## src/rtl/dcache_ctrl.sv

```systemverilog
// Direct-mapped, write-through, no-write-allocate data-cache controller (32 lines x 4 words).
// Read hits are zero-latency. A read miss refills 4 words; a store always goes through to memory.
module dcache_ctrl (
  input  logic       clk,
  input  logic       rst_n,
  input  logic       MemRead,
  input  logic       MemWrite,
  input  logic [9:0] Addr,
  input  logic       MemReady,
  output logic       Stall,
  output logic       CacheWE,
  output logic       CacheFill,
  output logic [4:0] CacheIdx,
  output logic [1:0] CacheOff,
  output logic       MemRdReq,
  output logic       MemWrReq,
  output logic [9:0] MemAddr
);

  typedef enum logic [1:0] {
    IDLE   = 2'd0,
    REFILL = 2'd1,
    WRITE  = 2'd2
  } state_t;

  state_t      state_q, state_d;
  logic [1:0]  cnt_q, cnt_d;
  logic [2:0]  tag_q [32];
  logic [31:0] valid_q;

  logic [2:0]  addr_tag;
  logic [4:0]  addr_idx;
  logic [1:0]  addr_off;
  logic        hit;
  logic        miss_start;
  logic        refill_done;

  assign addr_tag = Addr[9:7];
  assign addr_idx = Addr[6:2];
  assign addr_off = Addr[1:0];
  assign hit      = valid_q[addr_idx] && (tag_q[addr_idx] == addr_tag);

  // Stores take priority, so a combined request is handled as a store only.
  assign miss_start  = (state_q == IDLE) && !MemWrite && MemRead && !hit;
  assign refill_done = (state_q == REFILL) && MemReady && (cnt_q == 2'd3);

  always_ff @(posedge clk or negedge rst_n) begin
    if (!rst_n) begin
      state_q <= IDLE;
      cnt_q   <= 2'd0;
    end else begin
      state_q <= state_d;
      cnt_q   <= cnt_d;
    end
  end

  // The line is invalidated on refill entry so an abandoned refill never leaves stale data marked valid.
  always_ff @(posedge clk or negedge rst_n) begin
    if (!rst_n) begin
      valid_q <= '0;
      for (int i = 0; i < 32; i++) begin
        tag_q[i] <= 3'd0;
      end
    end else begin
      if (miss_start) begin
        valid_q[addr_idx] <= 1'b0;
      end
      if (refill_done) begin
        tag_q[addr_idx]   <= addr_tag;
        valid_q[addr_idx] <= 1'b1;
      end
    end
  end

  always_comb begin
    state_d = state_q;
    cnt_d   = cnt_q;
    case (state_q)
      IDLE: begin
        if (MemWrite) begin
          state_d = WRITE;
        end else if (MemRead && !hit) begin
          state_d = REFILL;
          cnt_d   = 2'd0;
        end
      end
      REFILL: begin
        if (MemReady) begin
          cnt_d = cnt_q + 2'd1;
          if (cnt_q == 2'd3) begin
            state_d = IDLE;
          end
        end
      end
      WRITE: begin
        if (MemReady) begin
          state_d = IDLE;
        end
      end
      default: begin
        state_d = IDLE;
        cnt_d   = 2'd0;
      end
    endcase
  end

  always_comb begin
    Stall     = 1'b0;
    CacheWE   = 1'b0;
    CacheFill = 1'b0;
    CacheIdx  = addr_idx;
    CacheOff  = addr_off;
    MemRdReq  = 1'b0;
    MemWrReq  = 1'b0;
    MemAddr   = 10'd0;
    case (state_q)
      IDLE: begin
        Stall = MemWrite || (MemRead && !hit);
      end
      REFILL: begin
        Stall    = 1'b1;
        MemRdReq = 1'b1;
        MemAddr  = {Addr[9:2], cnt_q};
        CacheOff = cnt_q;
        if (MemReady) begin
          CacheWE   = 1'b1;
          CacheFill = 1'b1;
        end
      end
      WRITE: begin
        Stall    = !MemReady;
        MemWrReq = 1'b1;
        MemAddr  = Addr;
        // Only a store that hits updates the cached copy; misses go to memory alone.
        if (MemReady) begin
          CacheWE = hit;
        end
      end
      default: begin
        Stall = 1'b0;
      end
    endcase
  end

endmodule

```

## config.mk

```make
export PLATFORM = sky130hd
export DESIGN_NAME = dcache_ctrl
export DESIGN_NICKNAME = d
export VERILOG_FILES = /design/src/rtl/dcache_ctrl.sv
export SDC_FILE = /design/constraint.sdc
export NUM_CORES = 1
export LEC_CHECK = 0
export CORE_ASPECT_RATIO = 0.6
export CORE_MARGIN = 3
export CORE_UTILIZATION = 62
export CTS_BUF_LIST = sky130_fd_sc_hd__clkbuf_8
export DETAILED_ROUTE_END_ITERATION = 8
export HOLD_SLACK_MARGIN = 0.06
export PLACE_DENSITY_LB_ADDON = 0.25
export SYNTH_ARGS = -nofsm -noshare
export SYNTH_HDL_FRONTEND = slang
export SYNTH_SLANG_ARGS = --single-unit
```

## constraint.sdc

```tcl
create_clock -name clk -period 3.3 [get_ports clk]
set_input_delay 0.495 -clock clk [delete_from_list [all_inputs] [get_ports clk]]
set_output_delay 0.495 -clock clk [all_outputs]
set_load 0.01 [all_outputs]
```

==> results by group, run 1 <==
Synthesis
  • Gate Count Post-Synth: about 570
  • Syn Std Cell Area: 6755 sq um
  • Synth area leader: dfrtp_1
  • Seq/Total Area, Yosys: 0.4890
  • Yosys warns: 0
  • Synth unique cells: 46
  • Number of synthesized register bits: 132
  • Syn_area_per_cell: 11.91 sq um
  • Syn_nets: 587
  • Post-synth top area share: 0.4890
  • Largest cells by area after synthesis: dfrtp_1 (49%), mux2_2 (16%), mux2i_1 (7.3%)

Clock network
  • CTS tree: yes
  • CTS sink count: about 130
  • Clk buf depth: 2
  • Buffer type at the clock tree root: clkbuf_8
  • Num CTS Buffers: 17
  • # hold bufs at CTS: 0
  • Clock transition at path regs: about 0.09 ns
  • Skew-Pair Late Insertion Delay: 0.45 ns
  • CTS H-tree depth: 4

Global routing
  • GRT overflow: 0
  • First-pass GRT wire length: 31310 microns
  • Vias in the first global route: 5428
  • Largest net degree at the start of global routing: 74
  • GRT Total Usage: 0.3372
  • Initial antenna violation count: 0

STA
  • Slew margin rel.: 0.3578
  • Final setup fails: 0
  • Clk_skew: about 0.015 ns
  • Hold Slack: 0.1712 ns
  • Min Tclk post-route: 3.297 ns
  • Final number of hold-violating endpoints: 0
  • F_max: 0.3033 GHz
  • Slew @ Worst Pin: 0.9633 ns
  • Tcrit/Tclk final: 0.9990
  • Slew Viols, Final: 0

Worst setup path
  • CP required: 2.80 ns
  • RR Startpoint: tag_q[16]$_DFFE_PN0P_
  • Endpoint class of the critical path: output port
  • Worst-path fanout max: 12
  • CP arrival: 2.80 ns
  • Crit Path Class: in2out
  • CP Launch Type: input pin
  • Start point of the critical path: Addr[2]

Drt
  • Vias/cell: 6.742
  • DRT antenna net count: 0
  • TritonRoute pass-1 iters: 8
  • DR DRC count: 0
  • DR iter-0 viols: around 640
  • Total vias in the final route: between 5k and 6k
  • Average wire per cell in the routed design: 25.08 microns
  • Final WL: ~20000 microns

Power
  • Logic pwr share: 0.178
  • Switching power total: 1.120 mW
  • Clock power share: 0.392
  • Internal: 2.744 mW
  • P_leak: between 3 and 4 nW
  • Sw frac: 0.2899
  • Flop pwr share: 0.430
  • P per Cell Area: 456.1 nW/um^2
  • VDD IR max: 0.4437 mV

Min path
  • Worst hold path class: in2async

Finish
  • Most common cell after layout, fill and taps aside: dfrtp_1
  • Net count, final: 671
  • N_diodes: 0
  • Share of layout cells above drive strength 1: 0.4232
  • Post-layout util: 0.8283
  • Most frequent cells in the layout: dfrtp_1 (132), mux2_2 (96), buf_4 (60)
  • Layout area overhead: 25.43%

Flow run
  • # Max-Cap Violations: 0

Place
  • GPL Wtd Cong: 0.9583
  • Estimated wirelength of the detail-placed design: roughly 13000 microns
  • I/O Buffers: 36

Floorplan
  • Die H: 86.86 microns
  • FP Rows: 28
  • Full die area: around 12000 sq um
  • # IOs: 37
  • Core Region: 10230 sq um
  • Initial Utilization: 0.6603
  • Die W: 140.8 microns

Run status
  • Outcome: finished, final reports clean
## power by group through the flow
stage                     sequential, mW  clock, mW  combinational, mW
after global placement              1.69          0              0.618
after floorplan                     1.69          0              0.350
after detailed placement            1.69          0              0.643
after CTS                           1.66       1.52              0.663
after global routing                1.66       1.60              0.733
final                               1.66       1.52              0.689
## path summary, 6_finish.rpt
| check | end | slack (ns) | cells after the start |
|---|---|---|---|
| min reg2reg | tag_q[87]$_DFFE_PN0P_ | 0.51 | 1 |
| max in group asynchronous | tag_q[19]$_DFFE_PN0P_ | 2.29 | 2 |
| min in group clk | tag_q[87]$_DFFE_PN0P_ | 0.51 | 1 |
| min | cnt_q[0]$_DFFE_PN0P_ | 0.17 | 1 |
| max reg2reg | valid_q[19]$_DFF_PN0_ | 0.50 | 10 |
| max | Stall | 0.003 | 11 |
## metrics by stage
step                instance area, sq um  setup slack, ns  setup TNS, ns  cells  total power [mW]
global route                        8473         -0.03980       -0.03980    799             3.999
floorplan                           6755           0.2343              0    567             2.035
finish                              8473         0.003427              0    799             3.865
global placement                    7512          -0.6402         -5.427    751             2.306
detailed placement                  7512          -0.6785         -5.983    751             2.333
CTS                                 8192        0.0007387              0    787             3.845
## registers in the layout, summed over array words and instances, names as in the netlist
signal,cells
cnt_q,2
tag_q,96
valid_q,32
state_q,2
## cells by family after synthesis
group | after synthesis | synth area share
mux | 153 | 0.2593
simple gates | 137 | 0.1163
flops | 132 | 0.4890
compound gates | 84 | 0.08224
buf+inv | 53 | 0.04001
fa+ha+maj | 5 | 0.009261
xor+xnor | 3 | 0.003890
## cells in the mapped netlist (all sizes together)
cell	instances
a21oi	10
o32a	1
or4b	4
buf	21
or2	1
nor3	2
nand3b	1
mux4	8
or4	1
and2b	2
and4	1
o21ai	2
a31oi	32
a21o	1
nand2b	4
clkbuf	24
nor4	9
nand2	23
and2	13
nor2b	5
a22o	1
inv	8
nand4b	4
mux2	96
xor2	3
or3	2
a22oi	6
o32ai	1
o22ai	25
and3	2
nor4b	1
or4bb	6
a221oi	1
nand4	1
o21a	1
o41ai	1
mux2i	49
a21boi	2
ha	5
nor2	52
nand3	3
dfrtp	132
## routing by layer
metal,share of wire,up-vias,wire length [microns],GRT usage
met5,0,-,0,0
met4,0.028,0,567,0.1082
met3,0.11,58,2289,0.1125
met2,0.45,353,8960,0.5052
met1,0.41,2725,8221,0.4714
li1,-,2251,-,-
## what timing repair did
| action | 4_1_cts | 5_1_grt |
|---|---|---|
| gates cloned | 4 | 1 |
| setup endpoints to repair | 2 | 2 |
| pin swaps | 8 | 16 |
| resized for setup | 62 | 42 |
| setup buffers | 0 | 11 |
## cell type report
type	instances	area, sq um
Clock buffer	18	247.7
Fill cell	540	1757
Sequential cell	132	3303
Timing Repair Buffer	110	989.7
Clock inverter	14	188.9
Inverter	8	30.03
Multi-Input combinational cell	382	3545
Tap cell	135	168.9
## critical path: stages
cell,delay (ns)
buf_12,0.15
clkbuf_16,0.17
buf_4,0.11
mux2i_1,0.31
o22ai_2,0.13
nor4_2,0.36
nand2_1,0.14
xor2_2,0.19
o41ai_4,0.47
a221oi_2,0.11
buf_2,0.16
No activity file was read; power rests on OpenSTA's default activity.
==> inputs of run 2 (changes only) <==
CORE_ASPECT_RATIO = 2   (was 0.6)
MAX_ROUTING_LAYER = met4   (was not set)
==> run 2 against run 1 <==
Compared with the run above: combinational power up 3%; critical endpoint is now CacheWE; core utilization down 0.28 points; highest routed layer unchanged; largest cell class unchanged; non-clock buffer count up 20.
==> results by group, run 2 (same netlist as run 1, synthesis figures left out) <==
Drt
  • Final WL: 19800 microns (-1.2%)
  • Total vias in the final route: 5317 (-1.3%)
  • DR iter-0 viols: 534 (-16%)
  • Average wire per cell in the routed design: 24.12 microns (-3.8%)
  • DRT antenna net count: 0 (unchanged)
  • Vias/cell: 6.476 (-3.9%)
  • DR DRC count: 0 (unchanged)
  • TritonRoute pass-1 iters: 6 (-2)

Place
  • DP Area: 7675 sq um (+2.2%)
  • Estimated wirelength of the detail-placed design: 13790 microns (+3.2%)
  • I/O Buffers: 36 (unchanged)
  • GPL Wtd Cong: 0.9399 (-1.9%)
  • Pre-CTS setup slack: -1.048 ns (-0.3699 ns)

STA
  • Slew Viols, Final: 0 (unchanged)
  • Min Tclk post-route: 3.218 ns (-0.07842 ns)
  • Final number of hold-violating endpoints: 0 (unchanged)
  • Final worst slack: 0.08184 ns (+0.07842 ns)
  • F_max: 0.3107 GHz (+2.4%)
  • Slew @ Worst Pin: 0.5204 ns (-0.4429 ns)
  • Final setup fails: 0 (unchanged)
  • Clk_skew: 0.01015 ns (-0.004680 ns)
  • Unrepaired setup endpoints after global routing: yes
  • Fin Setup TNS: 0 ns (unchanged)
  • Tcrit/Tclk final: 0.9752 (-0.02376)
  • Slew margin rel.: 0.6518 (+0.2940)

Power
  • Internal: 2.872 mW (+4.6%)
  • VDD IR max: 0.3879 mV (-13%)
  • P per Cell Area: 454.0 nW/um^2 (-0.46%)
  • P_leak: 4.004 nW (+3.2%)
  • Clock power share: 0.401 (+0.009)
  • Sw frac: 0.2732 (-0.01662)
  • Logic pwr share: 0.179 (about the same)
  • Final Power: 3.951 mW (+2.2%)
  • Switching power total: 1.080 mW (-3.6%)
  • Flop pwr share: 0.420 (-0.010)

Worst setup path
  • Worst r2r dst: valid_q[3]$_DFF_PN0_
  • Crit-path slowest cell: nor4_4
  • RR Startpoint: tag_q[48]$_DFFE_PN0P_
  • Largest stage delay on the critical path: 0.27 ns (-0.20 ns)
  • Critical Path End: CacheWE
  • Start point of the critical path: Addr[2]
  • Crit Path Class: in2out
  • Worst-case reg-to-reg path depth: 11 (+1)
  • CP required: 2.80 ns (about the same)
  • R2R Setup Slk: 0.48 ns (-0.02 ns)
  • Worst-path fanout max: 6 (-6)
  • Endpoint class of the critical path: output port
  • CP Launch Type: input pin
  • CP arrival: 2.72 ns (-0.08 ns)
  • CP Cell Sequence: buf_12 > buf_12 > buf_8 > mux2i_4 > o22ai_2 > nor4_2 > buf_4 > nand2_1 > xor2_2 > nor4_4 > buf_4 > a21oi_1 > nor2_1 > buf_2

Floorplan
  • FP Rows: 53 (+89%)
  • # IOs: 37 (unchanged)
  • Initial Utilization: 0.6407 (-0.01967)
  • Full die area: 12260 sq um (+0.28%)
  • Core Region: 10540 sq um (+3.1%)
  • Die H: 153.6 microns (+77%)
  • Die W: 79.81 microns (-43%)

Clock network
  • Clk buf depth: 2 (unchanged)
  • CTS H-tree depth: 4 (unchanged)
  • Buffer type at the clock tree root: clkbuf_8
  • Clock transition at path regs: 0.07 ns (-0.02 ns)
  • Skew-Pair Late Insertion Delay: 0.45 ns (about the same)
  • CTS tree: yes
  • Num CTS Buffers: 17 (unchanged)
  • CTS sink count: 132 (unchanged)

Finish
  • Top reg by flops: tag_q
  • Share of layout cells above drive strength 1: 0.4327 (+0.009556)
  • Most frequent cells in the layout: dfrtp_1 (132), mux2_2 (96), buf_4 (74)
  • Net count, final: 691 (+3.0%)
  • Most common cell after layout, fill and taps aside: dfrtp_1
  • Post-layout util: 0.8254 (-0.002836)
  • Layout area overhead: 28.84%
  • Max reg flops: 96 (unchanged)
  • Fin area: 8703 sq um (+2.7%)
  • N_diodes: 0 (unchanged)
  • Top flop regs: tag_q: 96 flops, valid_q: 32 flops

Global routing
  • First-pass GRT wire length: 31050 microns (-0.81%)
  • GRT overflow: 0 (unchanged)
  • Vias in the first global route: 5626 (+3.6%)
  • Initial antenna violation count: 0 (unchanged)
  • Largest net degree at the start of global routing: 69 (-6.8%)
  • GRT Total Usage: 0.3534 (+0.01622)

Min path
  • Worst hold path class: reg2reg

Flow run
  • # Max-Cap Violations: 0 (unchanged)

Run status
  • Outcome: finished, final reports clean
## run 2: cell count changes in the layout (fill, tap and decap cells not counted), moves of 3 or more
cell / before / now
buf_4: 60 / 74
buf_2: 2 / 8
clkbuf_2: 4 / 0
clkinv_4: 2 / 5
inv_6: 5 / 2
o22ai_1: 7 / 10
## run 2: cell type report
| type | count | area (sq um) |
|---|---|---|
| inverter | 8 | 30.03 |
| clock inverter | 15 | 230.2 |
| clock buffer | 17 | 234.0 |
| multi-input combinational | 382 | 3542 |
| tap | 137 | 171.4 |
| fill | 571 | 1841 |
| sequential | 132 | 3303 |
| timing repair buffer | 130 | 1192 |
## run 2: critical path, delay by kind of cell
kind            cells  cell delay (ns)
compound gates      2             0.17
xor+xnor            1             0.19
buf+inv             6             0.87
mux                 1             0.25
simple gates        4             0.73
## run 2: worst min path at each step
| stage | startpoint | depth (start not counted) | to | slack [ns] |
|---|---|---|---|---|
| 6_report | tag_q[84]$_DFFE_PN0P_ | 1 | tag_q[84]$_DFFE_PN0P_ | 0.51 |
| 5_1_grt | tag_q[22]$_DFFE_PN0P_ | 1 | tag_q[22]$_DFFE_PN0P_ | 0.51 |
| 4_1_cts | rst_n | 2 | tag_q[68]$_DFFE_PN0P_ | 0.51 |
| 3_5_place_dp | rst_n | 1 | tag_q[68]$_DFFE_PN0P_ | 0.46 |
| 3_3_place_gp | rst_n | 1 | tag_q[64]$_DFFE_PN0P_ | 0.44 |
| 2_1_floorplan | rst_n | 0 | cnt_q[0]$_DFFE_PN0P_ | 0.20 |
## run 2: metrics by stage
step | hold slack (ns) | instances
global placement | 0.4433 | 771
detailed placement | 0.4552 | 771
global route | 0.5118 | 821
CTS | 0.5088 | 820
finish | 0.5101 | 821
floorplan | 0.1994 | 567
## run 2: per-layer routing
metal  routed length, microns  part of all wire  global-route usage  vias to the layer above
li1                         -                 -                   -                     2296
met1                     7017              0.35              0.3845                     2708
met2                    10700              0.54              0.6103                      241
met3                     1037             0.052             0.06858                       72
met4                     1051             0.053              0.1636                        0
met5                        0                 0                   -                        -
## run 2: power groups by stage
stage	registers, mW	logic, mW	clock network (mW)
final	1.66	0.709	1.58
after global placement	1.69	0.636	0
after CTS	1.66	0.689	1.60
after detailed placement	1.69	0.655	0
after global routing	1.66	0.757	1.67
after floorplan	1.69	0.350	0
## run 2: repair_timing
item | 4_1_cts | 5_1_grt
setup buffers | 10 | 2
hold buffers | 1 | 0
pin swaps | 12 | 7
cloned | 6 | 0
endpoints found under the hold margin | 30 | 0
endpoints found under the setup margin | 2 | 2
gates resized for setup | 90 | 18
